===== src/rtl/mips32_boot_ctrl.sv =====
// mips32_boot_ctrl
// Load/run/dump sequencer for the MIPS32 pipelined core. It streams a
// program image into core memory and optionally seeds REG[k] = k. It then
// releases the core and runs it under a cycle watchdog until HALT. Finally
// it streams a window of core memory back out.
//
// Ports:
//   clk1, rst_n              clock, asynchronous active-low reset
//   start                    begin a sequence (honoured only in IDLE/DONE)
//   dump_base, dump_len      dump window, captured on start (len 0 = no dump)
//   ld_valid/ld_ready        load-stream handshake
//   ld_addr/ld_data/ld_last  load beat
//   mem_we/mem_addr/mem_wdata/mem_rdata   core memory port (1-cycle read)
//   reg_we/reg_addr/reg_wdata             register-bank write port
//   core_rst_n, core_run, core_halted     core control / status
//   dp_valid/dp_ready                     dump-stream handshake
//   dp_addr/dp_data/dp_last               dump beat
//   busy, done, timeout, cycle_count      status
module mips32_boot_ctrl #(
  parameter int DATA_W       = 32,
  parameter int ADDR_W       = 10,
  parameter int REG_W        = 5,
  parameter int PRELOAD_REGS = 1,
  parameter int NREG_INIT    = 31,
  parameter int TIMEOUT      = 1024
) (
  input  logic              clk1,
  input  logic              rst_n,
  input  logic              start,
  input  logic [ADDR_W-1:0] dump_base,
  input  logic [ADDR_W-1:0] dump_len,
  input  logic              ld_valid,
  output logic              ld_ready,
  input  logic [ADDR_W-1:0] ld_addr,
  input  logic [DATA_W-1:0] ld_data,
  input  logic              ld_last,
  output logic              mem_we,
  output logic [ADDR_W-1:0] mem_addr,
  output logic [DATA_W-1:0] mem_wdata,
  input  logic [DATA_W-1:0] mem_rdata,
  output logic              reg_we,
  output logic [REG_W-1:0]  reg_addr,
  output logic [DATA_W-1:0] reg_wdata,
  output logic              core_rst_n,
  output logic              core_run,
  input  logic              core_halted,
  output logic              dp_valid,
  input  logic              dp_ready,
  output logic [ADDR_W-1:0] dp_addr,
  output logic [DATA_W-1:0] dp_data,
  output logic              dp_last,
  output logic              busy,
  output logic              done,
  output logic              timeout,
  output logic [31:0]       cycle_count
);

  localparam logic [2:0] S_IDLE     = 3'd0;
  localparam logic [2:0] S_LOAD     = 3'd1;
  localparam logic [2:0] S_REGINIT  = 3'd2;
  localparam logic [2:0] S_RUN      = 3'd3;
  localparam logic [2:0] S_DUMP_RD  = 3'd4;
  localparam logic [2:0] S_DUMP_OUT = 3'd5;
  localparam logic [2:0] S_DONE     = 3'd6;

  localparam bit              DO_REGS = (PRELOAD_REGS != 0) && (NREG_INIT > 0);
  // One extra bit so NREG_INIT == 2^REG_W still fits the counter.
  localparam logic [REG_W:0]  K_LAST  = (REG_W+1)'((NREG_INIT > 0) ? NREG_INIT - 1 : 0);
  localparam logic [31:0]     TMO     = 32'(TIMEOUT);

  logic [2:0]        state;
  logic [ADDR_W-1:0] base_q, len_q, idx_q;
  logic [REG_W:0]    k_q;
  logic [31:0]       cc_q;
  logic              timeout_q;
  logic [DATA_W-1:0] dp_data_q;
  logic              dp_hold_q;

  logic [ADDR_W-1:0] rd_addr;
  logic [31:0]       cc_inc;
  logic              beat_last;

  assign rd_addr   = base_q + idx_q;
  assign cc_inc    = cc_q + 32'd1;
  assign beat_last = (idx_q == len_q - ADDR_W'(1));

  always_ff @(posedge clk1 or negedge rst_n) begin
    if (!rst_n) begin
      state     <= S_IDLE;
      base_q    <= '0;
      len_q     <= '0;
      idx_q     <= '0;
      k_q       <= '0;
      cc_q      <= '0;
      timeout_q <= 1'b0;
      dp_data_q <= '0;
      dp_hold_q <= 1'b0;
    end else begin
      case (state)
        S_IDLE, S_DONE: begin
          if (start) begin
            state     <= S_LOAD;
            base_q    <= dump_base;
            len_q     <= dump_len;
            cc_q      <= '0;
            timeout_q <= 1'b0;
          end
        end
        S_LOAD: begin
          if (ld_valid && ld_last) begin
            state <= DO_REGS ? S_REGINIT : S_RUN;
            k_q   <= '0;
          end
        end
        S_REGINIT: begin
          if (k_q == K_LAST) state <= S_RUN;
          else               k_q   <= k_q + 1'b1;
        end
        S_RUN: begin
          // A halted core has not executed this cycle, so it is not counted.
          // Checking halt first also makes a same-cycle halt win over timeout.
          if (core_halted) begin
            state     <= (len_q == '0) ? S_DONE : S_DUMP_RD;
            idx_q     <= '0;
            dp_hold_q <= 1'b0;
          end else begin
            cc_q <= cc_inc;
            if (cc_inc >= TMO) begin
              timeout_q <= 1'b1;
              state     <= (len_q == '0) ? S_DONE : S_DUMP_RD;
              idx_q     <= '0;
              dp_hold_q <= 1'b0;
            end
          end
        end
        S_DUMP_RD: begin
          state     <= S_DUMP_OUT;
          dp_hold_q <= 1'b0;
        end
        S_DUMP_OUT: begin
          // Read data is only valid in the first DUMP_OUT cycle, since
          // mem_addr is released afterwards; latch it to hold it during a stall.
          if (!dp_hold_q) dp_data_q <= mem_rdata;
          if (dp_ready) begin
            idx_q     <= idx_q + 1'b1;
            dp_hold_q <= 1'b0;
            state     <= beat_last ? S_DONE : S_DUMP_RD;
          end else begin
            dp_hold_q <= 1'b1;
          end
        end
        default: state <= S_IDLE;
      endcase
    end
  end

  // Load writes pass straight through so an accepted beat is written in its own cycle.
  assign ld_ready  = (state == S_LOAD);
  assign mem_we    = (state == S_LOAD) && ld_valid;
  assign mem_addr  = (state == S_LOAD)    ? ld_addr :
                     (state == S_DUMP_RD) ? rd_addr : '0;
  assign mem_wdata = (state == S_LOAD) ? ld_data : '0;

  assign reg_we    = (state == S_REGINIT);
  assign reg_addr  = reg_we ? k_q[REG_W-1:0] : '0;
  assign reg_wdata = reg_we ? DATA_W'(k_q[REG_W-1:0]) : '0;

  // The core stays out of reset after RUN so its halted state survives the dump.
  assign core_rst_n = (state == S_RUN) || (state == S_DUMP_RD) ||
                      (state == S_DUMP_OUT) || (state == S_DONE);
  assign core_run   = (state == S_RUN);

  assign dp_valid = (state == S_DUMP_OUT);
  assign dp_addr  = dp_valid ? rd_addr : '0;
  assign dp_data  = (dp_valid && !dp_hold_q) ? mem_rdata : dp_data_q;
  assign dp_last  = dp_valid && beat_last;

  assign busy        = (state != S_IDLE) && (state != S_DONE);
  assign done        = (state == S_DONE);
  assign timeout     = timeout_q;
  assign cycle_count = cc_q;

endmodule


===== config.mk =====
export PLATFORM = sky130hd
export DESIGN_NAME = mips32_boot_ctrl
export DESIGN_NICKNAME = d
export VERILOG_FILES = /design/src/rtl/mips32_boot_ctrl.sv
export SDC_FILE = /design/constraint.sdc
export NUM_CORES = 1
export LEC_CHECK = 0
export CORE_MARGIN = 8
export CORE_UTILIZATION = 45
export CTS_CLUSTER_SIZE = 24
export DETAILED_ROUTE_END_ITERATION = 8
export PLACE_DENSITY_LB_ADDON = 0.05
export SLEW_MARGIN = 30
export SYNTH_ARGS = -nofsm -noshare
export SYNTH_HDL_FRONTEND = slang
export SYNTH_SLANG_ARGS = --single-unit

===== constraint.sdc =====
create_clock -name clk1 -period 3.5 [get_ports clk1]
set_clock_uncertainty 0.15 [all_clocks]
set_input_delay 0.35 -clock clk1 [delete_from_list [all_inputs] [get_ports clk1]]
set_output_delay 0.35 -clock clk1 [all_outputs]
set_load 0.03 [all_outputs]

---- Yosys cells after proc, flatten, opt, wreduce, memory -nomap -nowiden ----
Cells that the tools add are included.
word-level totals
  register bits after elaboration ......... 105
  latch bits .............................. 0
  bits in writable memories ............... 0
  bits in read-only memories .............. 0
  input port bits ......................... 101
  output and inout bits ................... 163
  word-level logic and storage cells ...... 92
  memories kept ........................... 0
cells by class
  add/subtract/negate cells ............... 5
  multipliers ............................. 0
  div/mod/pow operators ................... 0
  $lt $le $gt $ge ......................... 1
  equal/unequal tests ..................... 17
  shift operators ......................... 0
  mux-type cells .......................... 34
  bitwise operators ....................... 1
  reduce and logical (&&, ||, !) cells .... 25
operators by type and width
  cell                   count
  $mux 32                4
  $pmux 32 s2            1
  $mux 10                6
  $add 32x1->32 const B  1
  $ge 32x11->1 const B   1
  $pmux 10 s2            1
  $mux 3                 6
  $pmux 3 s6             1
  $mux 6                 2
  $pmux 6 s2             1
  $add 10x1->10 const B  1
  $add 10x10->10         1
  $eq 10x10->1           1
  $logic_not 10->1       1
  $mux 5                 2
  $sub 10x1->10 const B  1
  $eq 3x3->1 const B     3
  $reduce_and 3->1       3
  $ne 2x1->1 const B     4
  $add 6x1->6 const B    1
  $eq 3x2->1 const B     2
  $eq 6x5->1 const B     1
  $mux 1                 6
  $ne 2x2->1 const B     3
  17 further kinds       29

---- Depth between registers and ports, before layout ----
  depth after elaboration ................. 5
  gate-level depth with buffers ........... 11
  gate-level depth less buffers ........... 9

---- Least setup slack after synthesis ----
Ideal clock, no wire load.
  path type ............................... flip-flop to flip-flop
  from .................................... register cc_q[11], in the netlist cycle_count[11]
  to ...................................... register idx_q[5]
  data arrival time ....................... 3.001 ns
  required time ........................... 3.270 ns
  path slack .............................. 0.269 ns
  stages on the path, launching flop included .. 12
  clock period less this slack ............ 3.231 ns
  cells stage by stage .................... dfrtp_1 -> buf_2 -> and4_1 -> buf_2 -> nand4_1 -> nor4_2 -> mux2_2 -> o21a_1 -> or4_1 -> buf_6 -> buf_12 -> a31oi_4
between the ends
  word-level cells in the longest chain between the ends .. 4
ends and longest elaborated chain
  element                            line  RTL
  start, declared                    74    logic [31:0] cc_q;
  start signal, assigned             127   cc_q <= cc_inc;
  $add 32x1->32                      84    assign cc_inc = cc_q + 32'd1;
  $ge 32x11->1                       128   if (cc_inc >= TMO) begin
  $ne 3x1->1 (no source line)        n/a
  $reduce_and 3->1 (no source line)  n/a
  end signal, assigned               145   idx_q <= idx_q + 1'b1;
  end, declared                      72    logic [ADDR_W-1:0] base_q, len_q, idx_q;
Every way passes these cells.
A chain may end at the register's enable or synchronous reset.

---- Worst setup path after layout ----
  from .................................... register base_q[1]
  to ...................................... output dp_addr[7]
between the ends
  word-level cells in the longest chain between the ends .. 2
ends and longest elaborated chain
  element                 line  RTL
  start, declared         72
  start signal, assigned  103   base_q <= dump_base;
  $add 10x10->10          83    assign rd_addr = base_q + idx_q;
  $mux 10                 174   assign dp_addr = dp_valid ? rd_addr : '0;
  end, declared           49    output logic [ADDR_W-1:0] dp_addr,
Every way passes these cells.

==> impl_results.md <==
* Outcome: completed
* Number of synthesized flops with an enable pin at 0
* Initial Util at 45.5%
* Crit-path slowest cell: dfrtp_1
* Number of hold-slack violations in the final timing report at 0
* Initial antenna violation count at 3
* Number of port buffers at 236
* Crit path kind: register to primary output
* Starting DRT DRC Count at 449
* DR vias/cell at 5.50
* Final core occ at 64.7%
* Final period utilization at 94.6%
* Crit path time final at approximately 3.3 ns
* Area grow syn2layout at 42.3%
* DR DRC count at 0
* Post-CTS setup buffers at 0
* Post-route setup slack at 0.188 ns
* Post-synthesis cell type count at 66
* Grt total ovfl at 0
* Gr usage total at 22.5%
* Cell area after synthesis at 6830 um2
* Largest net degree at the start of global routing at around 110
* Setup TNS at 0 ns
* Clock root buffer: clkbuf_16
* Drt total wl at 22300 um
* Worst Path Arrival at roughly 2.8 ns
* Synth top area share at 38.5%
* Worst Path Required at ~3.0 ns
* Max Root-Sink Buffers at 2
* Sequential area share after synthesis at 38.5%
* Area leader, netlist: dfrtp_1
* CP bufs+invs at 2
* Die Wd at 139 um
* Unrepaired setup endpoints after global routing: no
* Final number of setup-violating endpoints at 0
* Max Fclk at slightly above 300 MHz
* Cell family with most CP delay: compound AO/OA/AOI/OAI gates
* Vias in the first global route at 6479
* PD cells at 730 nW/um2
* Die height at 139 um
* DRT antenna net count at 0
* Max-Cap Viols at 0
* CTS sink count at 105
* HPWL after detailed placement at 17200 um
* Yosys reg bits at between 100 and 150
* Clk slew on worst S/H paths at 0.07 ns
* Clock buffer count from CTS at 9
* Crit-path cells: ha_1, a21o_1, a21oi_1, o21bai_1, a2111oi_0, buf_4, nor2_1, xnor2_1, nor2_1, dlygate4sd2_1
* Slew margin rel. at roughly three fifths
* Vias at 6454
* Pre-CTS WS at 0.0637 ns
* Main area contributors after synthesis: dfrtp_1 (38%), mux2_2 (8.7%), o21ai_0 (4.9%), and2_1 (3.9%), nand2_1 (3.7%)
* Worst path max stage delay at 0.41 ns
* DIE AREA at 19400 um2
* Routed wire per std cell at 19.0 um
* GPL Wtd Cong at just over 0.9
* Avg Cell Area, Syn at 9.25 um2
* Htree depth at 3
* Worst Path Max Fanout at 3
* Worst slew pin tran at 0.606 ns
* Latest clock arrival within the worst-skew pair at about 0.36 ns
* Startpoint Class: register
* Ports at roughly 260
* Yosys warnings at 0
* Row Count at 45
* Layout cells sized above 1 at 14.2%
* Worst min path class: register to register
* Final slew viol count at 0
* CTS tree: built
* Core area at 15000 um2
* First-pass DRT Iterations at 5
* Cell repeated most along the worst path: nor2_1
* Static Leak at roughly 4.1 nW
* Prevailing post-synth register cell: dfrtp_1
* Crit end category: primary output
* Final net count at ~1100
* Post-Syn Instances at 739
* Async S/R FF share, synth at 100%
* Peak supply drop at approximately 0.00063 V
* First-pass GRT wire length at 35100 um
==> per-layer routing <==
metal	vias to the layer above	track usage [%]	share of wire (%)
met5	-	0	0
li1	3077	-	-
met4	0	9.65	2.6
met3	34	6.57	7.6
met2	274	38.8	50
met1	3069	25.5	40
==> state kept, by name, indices dropped and copies added (netlist names) <==
name / flops
state: 3
len_q: 10
idx_q: 10
dp_data_q: 32
k_q: 6
dp_hold_q: 1
timeout: 1
base_q: 10
cycle_count: 32
==> cells by family (layout without fill, tap and decap cells) <==
kind of cell	Yosys count	count (layout)	synth area share, %
other	1	30	0.0549
xor gates and xnor gates	30	30	3.85
buffers and inverters	93	311	7.42
and+or+nand+nor	274	274	21.4
adders and majority gates	16	16	3.04
AOI/OAI and AO/OA	164	164	16.7
muxes	56	56	9.17
DFF	105	105	38.5
==> synth_stat cells, types with 7 or more instances <==
| master | number |
|---|---|
| nor3_1 | 10 |
| o21ai_0 | 67 |
| inv_1 | 18 |
| a21oi_1 | 21 |
| o31ai_1 | 12 |
| nor4_1 | 7 |
| mux2_2 | 53 |
| buf_4 | 33 |
| and3_1 | 15 |
| dfrtp_1 | 105 |
| nand4_1 | 23 |
| xnor2_1 | 19 |
| nand3_1 | 19 |
| nand2_1 | 67 |
| clkbuf_1 | 30 |
| xor2_1 | 11 |
| ha_1 | 15 |
| a31oi_1 | 9 |
| and2_1 | 43 |
| nor2_1 | 53 |
==> repair_timing <==
item                       in CTS  in global routing
setup endpoints to repair       8                 35
hold endpoints to repair      105                  0
resized for setup              10                 17
hold buffers                    1                  0
==> cells in the final DEF, fill, tap and decap left out, drive strengths merged, types with 4 or more instances in the layout <==
cell type / instances
clkdlybuf4s50: 226
dfrtp: 105
o21ai: 68
nand2: 67
mux2: 53
nor2: 53
and2: 43
buf: 41
conb: 27
nand4: 24
a21oi: 23
xnor2: 19
nand3: 19
inv: 19
and3: 15
ha: 15
a31oi: 15
clkbuf: 14
o31ai: 12
xor2: 11
nor4: 11
nor3: 10
o41ai: 6
and4: 6
a211oi: 6
clkinv: 6
nor2b: 5
a21o: 5
or3: 4
nand3b: 4
a32oi: 4
or2: 4
a22o: 4
or4: 4
==> area by class of cell <==
| class | count | area [um2] |
|---|---|---|
| Antenna cell | 3 | 7.51 |
| Fill cell | 1241 | 5310 |
| Inverter | 20 | 75.1 |
| Clock inverter | 5 | 51.3 |
| Tap cell | 188 | 235 |
| Sequential cell | 105 | 2630 |
| Timing Repair Buffer | 276 | 2670 |
| Multi-Input combinational cell | 567 | 3820 |
| Clock buffer | 10 | 239 |
==> path summary, 6_finish.rpt <==
| path | slack [ns] | depth (start not counted) | start | to |
|---|---|---|---|---|
| max reg2reg | 0.24 | 9 | cycle_count[0] | state[2] |
| min reg2reg | 0.34 | 1 | k_q[5] | k_q[5] |
| min | 0.34 | 1 | k_q[5] | k_q[5] |
| max | 0.19 | 10 | base_q[1] | dp_addr[7] |
| max in group asynchronous | 2.29 | 3 | rst_n | dp_data_q[5] |
| min in group asynchronous | 0.45 | 3 | rst_n | k_q[3] |
==> where the power goes <==
part / switching [mW] / internal, mW / leakage [nW]
combinational: 2.44 / 1.81 / 2.59
clock: 0.482 / 0.511 / 0.142
sequential: 0.259 / 1.59 / 1.35
==> stage by stage <==
stage	std cells	power, mW	instance area, um2	hold slack, ns
finish	1174	7.09	9720	0.344
global route	1174	7.51	9720	0.361
CTS	1171	7.16	9710	0.336
detailed placement	1155	6.16	9420	0.322
global placement	1155	6.08	9420	0.307
floorplan	765	4.52	6930	-0.0956
Power figures use the tool's default switching activity.
